===== src/rtl/updown_bcd_counter.sv =====
// Two-digit BCD up/down counter driven by up/down buttons and a count-enable tick.
// Define UPDOWN_SATURATE_EN to hold at the limits and drop to PAUSE instead of wrapping.
module updown_bcd_counter #(
  parameter logic [3:0] MAX_TENS = 4'd5,
  parameter logic [3:0] MAX_ONES = 4'd9
) (
  input  logic       clk,
  input  logic       rst,
  input  logic       in_up_pulse,
  input  logic       in_down_pulse,
  input  logic       cnt_tick,
  output logic [3:0] digit_tens,
  output logic [3:0] digit_ones,
  output logic [1:0] mode,
  output logic       limit_pulse
);

  typedef enum logic [1:0] {
    PAUSE      = 2'b00,
    COUNT_UP   = 2'b01,
    COUNT_DOWN = 2'b10,
    ILLEGAL    = 2'b11
  } state_t;

  state_t     state_q, state_d;
  logic [3:0] tens_q, ones_q, tens_d, ones_d;
  logic       limit_q, limit_d;
  logic       at_limit, above_limit, at_zero;

  // Digits never exceed 9, so the packed BCD byte orders the same way as the count.
  assign at_limit    = ({tens_q, ones_q} == {MAX_TENS, MAX_ONES});
  assign above_limit = ({tens_q, ones_q} >  {MAX_TENS, MAX_ONES});
  assign at_zero     = ({tens_q, ones_q} == 8'h00);

  always_ff @(posedge clk) begin
    if (rst) begin
      state_q <= PAUSE;
      tens_q  <= 4'd0;
      ones_q  <= 4'd0;
      limit_q <= 1'b0;
    end else begin
      state_q <= state_d;
      tens_q  <= tens_d;
      ones_q  <= ones_d;
      limit_q <= limit_d;
    end
  end

  always_comb begin
    state_d = state_q;
    tens_d  = tens_q;
    ones_d  = ones_q;
    limit_d = 1'b0;

    if (in_up_pulse && in_down_pulse) begin
      state_d = PAUSE;
    end else if (in_up_pulse) begin
      state_d = (state_q == COUNT_UP) ? PAUSE : COUNT_UP;
    end else if (in_down_pulse) begin
      state_d = (state_q == COUNT_DOWN) ? PAUSE : COUNT_DOWN;
    end
    if (state_q == ILLEGAL) begin
      state_d = PAUSE;
    end

    // The tick acts on the state held before this edge's button transition.
    if (cnt_tick) begin
      if (state_q == COUNT_UP) begin
        if (above_limit) begin
          tens_d = 4'd0;
          ones_d = 4'd0;
        end else if (at_limit) begin
          limit_d = 1'b1;
`ifdef UPDOWN_SATURATE_EN
          state_d = PAUSE;
`else
          tens_d = 4'd0;
          ones_d = 4'd0;
`endif
        end else if (ones_q >= 4'd9) begin
          ones_d = 4'd0;
          tens_d = tens_q + 4'd1;
        end else begin
          ones_d = ones_q + 4'd1;
        end
      end else if (state_q == COUNT_DOWN) begin
        if (at_zero) begin
          limit_d = 1'b1;
`ifdef UPDOWN_SATURATE_EN
          state_d = PAUSE;
`else
          tens_d = MAX_TENS;
          ones_d = MAX_ONES;
`endif
        end else if (ones_q == 4'd0) begin
          ones_d = 4'd9;
          tens_d = tens_q - 4'd1;
        end else begin
          ones_d = ones_q - 4'd1;
        end
      end
    end
  end

  assign digit_tens  = tens_q;
  assign digit_ones  = ones_q;
  assign mode        = state_q;
  assign limit_pulse = limit_q;

endmodule


===== config.mk =====
export PLATFORM = sky130hd
export DESIGN_NAME = updown_bcd_counter
export DESIGN_NICKNAME = d
export VERILOG_FILES = /design/src/rtl/updown_bcd_counter.sv
export SDC_FILE = /design/constraint.sdc
export NUM_CORES = 1
export LEC_CHECK = 0
export ABC_AREA = 1
export CELL_PAD_IN_SITES_DETAIL_PLACEMENT = 0
export CELL_PAD_IN_SITES_GLOBAL_PLACEMENT = 1
export CORE_MARGIN = 2
export CORE_UTILIZATION = 33
export CTS_CLUSTER_SIZE = 12
export DETAILED_ROUTE_END_ITERATION = 6
export PLACE_DENSITY_LB_ADDON = 0.25
export SLEW_MARGIN = 5
export SYNTH_ARGS = -nofsm -noshare
export SYNTH_HDL_FRONTEND = slang
export SYNTH_SLANG_ARGS = --single-unit

===== constraint.sdc =====
create_clock -name clk -period 1.45 [get_ports clk]
set_input_delay 0.3625 -clock clk [delete_from_list [all_inputs] [get_ports clk]]
set_output_delay 0.3625 -clock clk [all_outputs]
set_load 0.05 [all_outputs]

==> results.py <==
metrics = {
    "run_status": {
        "status": "finished clean",
    },
    "critical_path": {
        "worst-endpoint-required_ps": 1650,
        "worst_r2r_path_depth": 8,
        "r2r-end": "digit_tens[0]",
        "cp-start-kind": "register",
        "crit_type": "register to register",
        "path_max_fanout": 8,
        "cp-end-kind": "register",
        "crit_arrival_ps": 1610,
        "r2r-start": "mode[0]",
        "r2r_slack_ps": 40,
    },
    "global_routing": {
        "grt_pass1_vias": 867,
        "grt_max_degree": 10,
        "antenna_found_initial": 0,
        "grt_util_all_layers_pct": 15.2,
        "overflow": 0,
        "grt_pass1_wl_mm": 3.93,
    },
    "timing": {
        "setup_viol": 0,
        "skew_ps": 3.66,
        "setup_ws_ps": 40.4,
        "slew_violations": 0,
        "period_share_pct": 97.2,
        "rsz0062_at_grt": "true",
        "hold_viol_final": 0,
        "period_needed_ps": 1410,
        "maxSlewHeadroom_pct": 78.6,
        "worstMarginPinSlew_ps": 320,
        "max_freq_mhz": 709,
    },
    "synthesis": {
        "synth_largest_area_cell": "dfxtp_1",
        "ys_top_cells_by_area": "dfxtp_1 23%, ha_1 12%, nand2_1 11%, nor2_1 6.4%, inv_1 6.0%",
        "yosysWarnings": 0,
        "synthFlopType": "dfxtp_1",
        "seq_area_frac_synth_pct": 23.4,
        "synth_common_cells": "28 x nand2_1, 16 x nor2_1, 15 x inv_1",
        "yosysMostFrequentCell": "nand2_1",
        "syn-num-nets": 148,
        "synth.distinct_cells": 28,
        "synth-seq-cells": 11,
        "synth_cells": 134,
        "ys_async_sr_fraction_pct": 0,
        "syn_area_um2": 942,
        "synth_edf_count": 0,
        "synth_top_area_share_pct": 23.4,
        "syn_area_per_cell_um2": 7.03,
    },
    "detailed_routing": {
        "ant_nets": 0,
        "wire_per_inst_um": 11.2,
        "drc": 0,
        "drt-initial-drc-count": 16,
        "vias": 902,
        "routed_wl_mm": 2.17,
        "first_pass_iters": 4,
        "vias_per_cell": 4.65,
    },
    "finish": {
        "antenna_cells": 0,
        "drive_gt1_share_pct": 35.6,
        "nets": 178,
        "finalInstanceArea_um2": 1390,
        "syn2layout_area_growth_pct": 47.1,
    },
    "die": {
        "die_width_um": 57.4,
        "fp.dieArea_um2": 3300,
        "die_h_um": 57.4,
        "ioPinCount": 16,
        "core.rowCount": 19,
        "initial_core_util_pct": 34.5,
        "core-area_um2": 2730,
    },
    "placement": {
        "pre_cts_ws_ps": -241,
        "placed_area_um2": 1340,
        "routabilityCongestion": 0.783,
        "hpwlAfterDp_mm": 1.75,
        "port_buffers": 15,
    },
    "power_and_ir_drop": {
        "p_leak_nw": 0.663,
        "powerDensity_nw_per_um2": 752,
        "irDropWorstVdd_v": 0.000485,
        "comb_power_share_pct": 45.0,
        "p_int_mw": 0.640,
        "p_clk_share_pct": 20.9,
        "switching_share_pct": 38.6,
        "seq_power_share_pct": 34.1,
        "switchingPower_mw": 0.402,
    },
    "hold_path": {
        "hold_path_class": "primary input to register",
        "hp-start": "cnt_tick",
        "holdPathEnd": "limit_pulse",
        "min_path_cells": 3,
    },
    "clocking": {
        "clock_insertion_delay_worst_skew_ps": 270,
        "ctsHtreeMaxLevel": 1,
        "clkSlewWorstSetupHoldPaths_ps": 70,
        "cts_tree": "built",
        "ctsHoldBuffers": 0,
        "cts_sinks": 11,
        "post_cts.repair.setup_buffers": 0,
        "clock_path_buffers": 2,
        "cts-root-buf": "clkbuf_4",
        "cts_buffers": 3,
    },
    "job": {
        "drv_cap": 0,
    },
}
-- logic make-up (layout without fill, tap and decap cells) --
family / after synthesis / in the layout / share of synthesized area [%]
DFF: 11 / 11 / 23.4
xor gates and xnor gates: 3 / 3 / 2.79
adders and majority gates: 9 / 9 / 12.0
buffers and inverters: 23 / 52 / 12.2
and+or+nand+nor: 67 / 67 / 36.0
AOI/OAI and AO/OA: 21 / 21 / 13.7
-- metrics by stage --
| step | hold slack (ps) | std cells | setup TNS, ps | power [mW] | util [%] |
|---|---|---|---|---|---|
| final | 390 | 194 | 0 | 1.04 | 50.7 |
| after global routing | 411 | 194 | -54.6 | 1.11 | 50.7 |
| after CTS | 618 | 194 | 0 | 1.06 | 50.3 |
| after detailed placement | 605 | 190 | -1460 | 0.820 | 48.8 |
| after global placement | 612 | 190 | -1530 | 0.822 | 48.8 |
| after floorplan | 435 | 134 | 0 | 0.645 | - |
-- routing by layer --
metal	GRT usage, %	up-vias	share of wire [%]
li1	-	485	-
met1	18.8	398	44
met2	26.0	17	50
met5	0	-	0
met4	4.98	0	1.1
met3	3.40	2	4.6
-- power groups by stage --
stage | Sequential (mW) | Clock (mW) | Combinational (mW)
2_1_floorplan | 0.422 | 0 | 0.224
3_3_place_gp | 0.362 | 0 | 0.460
3_5_place_dp | 0.362 | 0 | 0.458
4_1_cts | 0.355 | 0.231 | 0.469
5_1_grt | 0.359 | 0.241 | 0.512
6_report | 0.355 | 0.218 | 0.469
-- placed cells by master, fill, tap and decap left out, types with 2 or more instances in the layout --
cell and instances:
nand4_1 2, inv_2 7, o21ai_1 2, nand3b_1 2
a21oi_2 3, inv_1 13, dfxtp_2 4, clkbuf_4 3
dfxtp_1 3, nand3_1 8, a21oi_1 7, nor2_2 2
ha_1 6, nor2_1 15, dfxtp_4 4, nand2_4 3
clkdlybuf4s50_1 3, nand3_2 2, buf_12 11, buf_4 12
o21ai_0 5, ha_4 2, xor2_1 3, nand2_1 28
-- worst max-delay path by stage --
stage / from / end / slack, ps / cells after the start
2_1_floorplan: digit_ones[0] / digit_tens[0] / 4 / 8
3_3_place_gp: cnt_tick / digit_tens[0] / -230 / 7
3_5_place_dp: cnt_tick / digit_tens[0] / -240 / 8
4_1_cts: cnt_tick / digit_tens[0] / 30 / 8
5_1_grt: mode[1] / digit_tens[0] / -40 / 8
6_report: mode[0] / digit_tens[0] / 40 / 8
-- flip-flops by register name, summed over array words and instances, names as in the netlist --
register,flops
mode,2
digit_ones,4
digit_tens,4
limit_pulse,1
-- critical path, cell delays in order, from the launching register on --
cell and delay [ps]:
dfxtp_4 350, inv_2 60, ha_4 190, or2_4 250
a21oi_4 150, nand2_4 100, nand2_1 80, nand2_1 50
nor2_2 110
-- layout make-up --
class / count / area (um^2)
Fill cell: 255 / 1350
Multi-Input combinational cell: 100 / 649
Timing Repair Buffer: 27 / 353
Sequential cell: 11 / 240
Inverter: 21 / 78.8
Tap cell: 31 / 38.8
Clock buffer: 4 / 26.3
-- what timing repair did --
action                                  4_1_cts  5_1_grt
pin swaps                                     0        2
endpoints found under the setup margin        5        5
gates resized for setup                       4        3
(Power assumes the default switching activity.)
==> RTL change 1 (same settings) <==
Add a define of `UPDOWN_SATURATE_EN`.
--- a/src/rtl/updown_bcd_counter.sv
+++ b/src/rtl/updown_bcd_counter.sv
@@ -1,5 +1,7 @@
 // Two-digit BCD up/down counter driven by up/down buttons and a count-enable tick.
 // Define UPDOWN_SATURATE_EN to hold at the limits and drop to PAUSE instead of wrapping.
+`define UPDOWN_SATURATE_EN
+
 module updown_bcd_counter #(
   parameter logic [3:0] MAX_TENS = 4'd5,
   parameter logic [3:0] MAX_ONES = 4'd9
Function: changed (a bounded check fails within 4 cycles, from zero or initial values and one cycle with rst high).
==> RTL change 1 against the original RTL <==
Design area rose by 26%; sequential cell count unchanged; count of clock-buffer cells in the layout did not move; via count grew 17%; sequential power hardly changed; critical endpoint is now digit_tens[2]; area after synthesis rose by 9.4%; wire length rose by 21%; final cell count grew 14%; total power up 5.6%; setup slack worse by 28 ps.
==> RTL change 1: results (changes against the original RTL) <==
| Metric | Value |
|---|---|
| Outcome | `complete, no violations` |
| Worst Reg2Reg Path Length in Cells | `11 (+3)` |
| Place WS | `-246.7 ps (-6.056 ps)` |
| Hold EP | `digit_ones[1]` |
| Detailed Place HPWL | `2002 um (+14%)` |
| Clk_skew | `2.660 ps (-0.9987 ps)` |
| Slew margin rel. | `0.8483 (+0.06198)` |
| Number of DRC markers in iteration 0 | `29 (+13)` |
| CP max FO | `6 (-2)` |
| RD Place Congestion | `0.7588 (-3.1%)` |
| Gr usage total | `0.1619 (+0.009799)` |
| Leak | `0.0008052 uW (+21%)` |
| Hold Crit Depth | `4 (+1)` |
| DRT Pass-1 Iters | `5 (+1)` |
| Nets | `206 (+16%)` |
| Maximum clock path buffer count | `2 (unchanged)` |
| FF-to-FF End | `digit_tens[2]` |
| Vias/cell | `4.757 (+2.3%)` |
| First-pass GRT wire length | `4464 um (+14%)` |
| Drt wl/cell | `11.86 um (+6.0%)` |
| Hold crit path type | `flip-flop to flip-flop` |
| Max rail drop VDD | `0.3727 mV (-23%)` |
| Post-synth cell types | `25 (-11%)` |
| Seq/Total Area, Yosys | `0.2136 (-0.02014)` |
| Vias in the first global route | `1022 (+18%)` |
| Synth area leaders | `dfxtp_1, ha_1, nand2_1, inv_1, nand3_1` |
| Worst Hold Launch | `digit_ones[1]` |
| Worst reg2reg setup slack | `10 ps (-30 ps)` |
| Worst-Skew Late Latency | `270 ps (about the same)` |
| Ant. Diodes | `0 (unchanged)` |
| Placed Area | `1505 um^2 (+13%)` |
| Final cell count without fillers | `222 (+14%)` |
| Worst r2r src | `digit_ones[1]` |
| Share of post-route cells with drive strength above 1 | `0.5238 (+0.1680)` |
| Sw Pwr | `420.4 uW (+4.5%)` |
| Largest net degree at the start of global routing | `7 (-3)` |
| Top cells by instance count after synthesis | `nand2_1, inv_1, nor2_1` |
| Synthesized Nets | `162 (+9.5%)` |
| Inserted Clock Buffers | `3 (unchanged)` |
| Filler cell count | `284 (+11%)` |
| Synth Instances | `146 (+9.0%)` |
| H-tree depth | `1 (unchanged)` |
-- RTL change 1: per-layer routing --
layer | global-route usage | up-vias | routed length (um)
met5 | 0 | - | 0
met4 | 0.06032 | 0 | 84
met3 | 0.02597 | 10 | 77
met2 | 0.2686 | 20 | 1324
met1 | 0.2094 | 477 | 1146
li1 | - | 549 | -
-- RTL change 1: repair_timing --
| item | in CTS | in global routing |
|---|---|---|
| setup endpoints to repair | 7 | 10 |
| resized for setup | 14 | 21 |
| buffers inserted | 5 | 3 |
| pin swaps | 14 | 15 |
-- RTL change 1: kinds of logic (layout without fill, tap and decap cells) --
| logic type | Yosys count | in the layout | synth area share |
|---|---|---|---|
| xor+xnor | 6 | 6 | 0.05097 |
| simple gates | 73 | 73 | 0.3932 |
| buf+inv | 28 | 71 | 0.1201 |
| compound gates | 17 | 17 | 0.08859 |
| fa+ha+maj | 11 | 11 | 0.1335 |
| flops | 11 | 11 | 0.2136 |
-- RTL change 1: power groups by stage --
stage	Clock (uW)	Sequential, uW	Combinational [uW]
detailed placement	0	352	459
global route	237	358	577
floorplan	0	405	223
CTS	223	348	487
finish	218	355	529
global placement	0	352	456
-- RTL change 1: metrics by stage --
step / TNS (ps) / hold WS, ps
2_1_floorplan: -171.0 / 430.4
3_3_place_gp: -1204 / 572.4
3_5_place_dp: -1352 / 575.2
4_1_cts: 0 / 588.7
5_1_grt: -478.2 / 651.1
6_report: 0 / 619.7
-- RTL change 1: worst max-delay path by stage --
stage | start | to | slack, ps | depth (start not counted)
after floorplan | mode[0] | digit_tens[3] | -60 | 9
after global placement | cnt_tick | digit_tens[3] | -200 | 8
after detailed placement | cnt_tick | digit_tens[3] | -250 | 8
after CTS | mode[0] | digit_tens[2] | 4 | 9
after global routing | digit_ones[1] | digit_tens[3] | -80 | 11
final | digit_ones[1] | digit_tens[2] | 10 | 11
-- RTL change 1: layout make-up --
cell class | count | area [um^2] | area share
inverter | 25 | 111.4 | 0.06385
clock buffer | 4 | 26.28 | 0.01506
sequential | 11 | 247.7 | 0.1420
tap | 33 | 41.29 | 0.02367
multi-input combinational | 107 | 854.6 | 0.4900
timing repair buffer | 42 | 462.9 | 0.2654
-- RTL change 1: worst max-delay path: stages, from the launching register on --
cell and delay (ps):
dfxtp_4 370, inv_8 80, ha_4 150, nand2_4 50, nor2_4 120, nand2_2 90
nand2_4 100, nand3_4 110, nand2_4 120, nand2_2 60, nand2_2 50, nor2_2 30
==> RTL change 2 (same flow settings) <==
Made on the original files. The output `limit_pulse` loses its register stage (`limit_q` becomes a continuous assignment).
--- a/src/rtl/updown_bcd_counter.sv
+++ b/src/rtl/updown_bcd_counter.sv
@@ -37,14 +37,14 @@
       state_q <= PAUSE;
       tens_q  <= 4'd0;
       ones_q  <= 4'd0;
-      limit_q <= 1'b0;
     end else begin
       state_q <= state_d;
       tens_q  <= tens_d;
       ones_q  <= ones_d;
-      limit_q <= limit_d;
     end
   end
+
+  assign limit_q = limit_d;
 
   always_comb begin
     state_d = state_q;
Function: changed (a bounded check fails within 4 cycles, from zero or initial values and one cycle with rst high).
==> RTL change 2 against the original RTL <==
The flow now finishes with violations (setup timing); design area up 18%; sequential cell count down 1; combinational power up 61%; wire length up 21%; total power up 24%; synthesized cell count down 6.0%; final cell count up 8.8%; setup slack worse by 470 ps; global-route usage up 3.8 points; core utilization up 15 points; area after synthesis down 8.6%; critical endpoint is now limit_pulse; largest cell class unchanged.
==> RTL change 2: results (changes against the original RTL) <==
| Metric | Value |
|---|---|
| Ant. Diodes | `0 (unchanged)` |
| Top cells by instance count after synthesis | `nand2_1, nor2_1, inv_1` |
| Max rail drop VDD | `0.5802 mV (+20%)` |
| Number of synthesis warnings | `0 (unchanged)` |
| Crit-path max cell delay | `370 ps (+20 ps)` |
| Setup violations, final | `5 (+5)` |
| Ys async rst share | `0 (unchanged)` |
| Worst-Skew Late Latency | `270 ps (about the same)` |
| Synthesized Nets | `140 (-5.4%)` |
| CP max FO | `3 (-5)` |
| RD Place Congestion | `0.8701 (+11%)` |
| Port Buffer Count | `15 (unchanged)` |
| Family with the most delay on the worst path | `simple AND/OR/NAND/NOR gates` |
| Inserted Clock Buffers | `3 (unchanged)` |
| Place WS | `-225.5 ps (+15.19 ps)` |
| Vias/cell | `4.886 (+5.1%)` |
| H-tree depth | `1 (unchanged)` |
| Vias in the first global route | `965 (+11%)` |
| Share of post-route cells with drive strength above 1 | `0.5249 (+0.1690)` |
| Worst Slack Setup Final | `-429.2 ps (-469.6 ps)` |
| Gr usage total | `0.1903 (+0.03814)` |
| Leak | `0.0007418 uW (+12%)` |
| Drt wl/cell | `12.39 um (+11%)` |
| DRT Pass-1 Iters | `5 (+1)` |
| Maximum clock path buffer count | `2 (unchanged)` |
| Slowest CP cell | `dfxtp_4` |
| Hold crit path type | `flip-flop to flip-flop` |
| CTS root buf | `clkbuf_4` |
| Clk_skew | `0.5522 ps (-3.106 ps)` |
| Initial antenna violation count | `0 (unchanged)` |
| Largest net degree at the start of global routing | `9 (-1)` |
| Seq/Total Area, Yosys | `0.2326 (-0.001174)` |
| Synth area leaders | `dfxtp_1, ha_1, nand2_1, nor2_1, nand3_1` |
| Slew @ Worst Pin | `308.4 ps (-11.65 ps)` |
| Number of DRC markers in iteration 0 | `19 (+3)` |
| CTS clk-pin slew, worst paths | `80 ps` |
| Nets | `196 (+10%)` |
| Worst Path Arrival | `1520 ps (-90 ps)` |
| Outcome | `finished, violations left` |
| First-pass GRT wire length | `4064 um (+3.5%)` |
| Post-synth cell types | `23 (-18%)` |
| Failing checks | `setup timing` |
| Detailed Place HPWL | `1968 um (+12%)` |
==> RTL change 2: kinds of logic (layout without fill, tap and decap cells) <==
logic type	after synthesis	count (layout)	synth area share
XOR/XNOR	4	4	0.04071
AND/OR/NAND/NOR	63	63	0.3416
flip-flops	10	10	0.2326
buffers and inverters	18	73	0.07848
adder cells (fa/ha/maj)	9	9	0.1308
AO/OA/AOI/OAI	22	22	0.1759
==> RTL change 2: worst paths after layout <==
path	start	to	slack [ps]	depth (start not counted)
setup reg to reg	digit_tens[1]	digit_tens[2]	-20	11
setup / recovery	digit_tens[0]	limit_pulse	-430	9
hold / removal	mode[0]	mode[0]	630	3
hold reg to reg	mode[0]	mode[0]	630	3
==> RTL change 2: final cells by class <==
cell class / count / area (um^2)
fillers: 204 / 845.8
well taps: 30 / 37.54
clock inverters: 1 / 3.754
multi-input cells: 98 / 725.7
inverters: 18 / 77.57
clock buffers: 3 / 22.52
repair buffers: 51 / 534.3
flip-flops and latches: 10 / 230.2
==> RTL change 2: repair_timing <==
| action | CTS | global route |
|---|---|---|
| buffers inserted | 7 | 1 |
| gates resized for setup | 15 | 11 |
| setup endpoints to repair | 9 | 9 |
| pin swaps | 9 | 9 |
==> RTL change 2: metal layers <==
| metal | part of all wire | GRT usage |
|---|---|---|
| met1 | 0.43 | 0.2318 |
| met2 | 0.53 | 0.3313 |
| met3 | 0.029 | 0.03226 |
| met4 | 0.010 | 0.07317 |
| met5 | 0 | 0 |
==> RTL change 2: where the power goes <==
part           leakage [uW]  internal, uW  total [uW]  switching [uW]
logic              0.000638           374         755             380
registers         0.0000881           296         324            27.8
clock network     0.0000154          99.6         218             119
total              0.000742           770        1300             527
==> RTL change 2: worst register-to-register path, delay by kind of cell, from the launching register on <==
kind / cells / cell delay (ps)
adder cells (fa/ha/maj): 1 / 170
AO/OA/AOI/OAI: 1 / 200
buffers and inverters: 3 / 220
flip-flops: 1 / 370
AND/OR/NAND/NOR: 6 / 390
==> RTL change 2: metrics by stage <==
step / utilization / cell area, um^2 / instances / total power (uW) / setup TNS [ps]
floorplan: - / 933.4 / 126 / 652.1 / -285.9
global placement: 0.5939 / 1471 / 203 / 949.0 / -877.2
detailed placement: 0.5939 / 1471 / 203 / 954.1 / -1182
CTS: 0.6485 / 1607 / 214 / 1292 / -978.2
global route: 0.6586 / 1632 / 211 / 1377 / -1093
finish: 0.6586 / 1632 / 211 / 1297 / -481.7
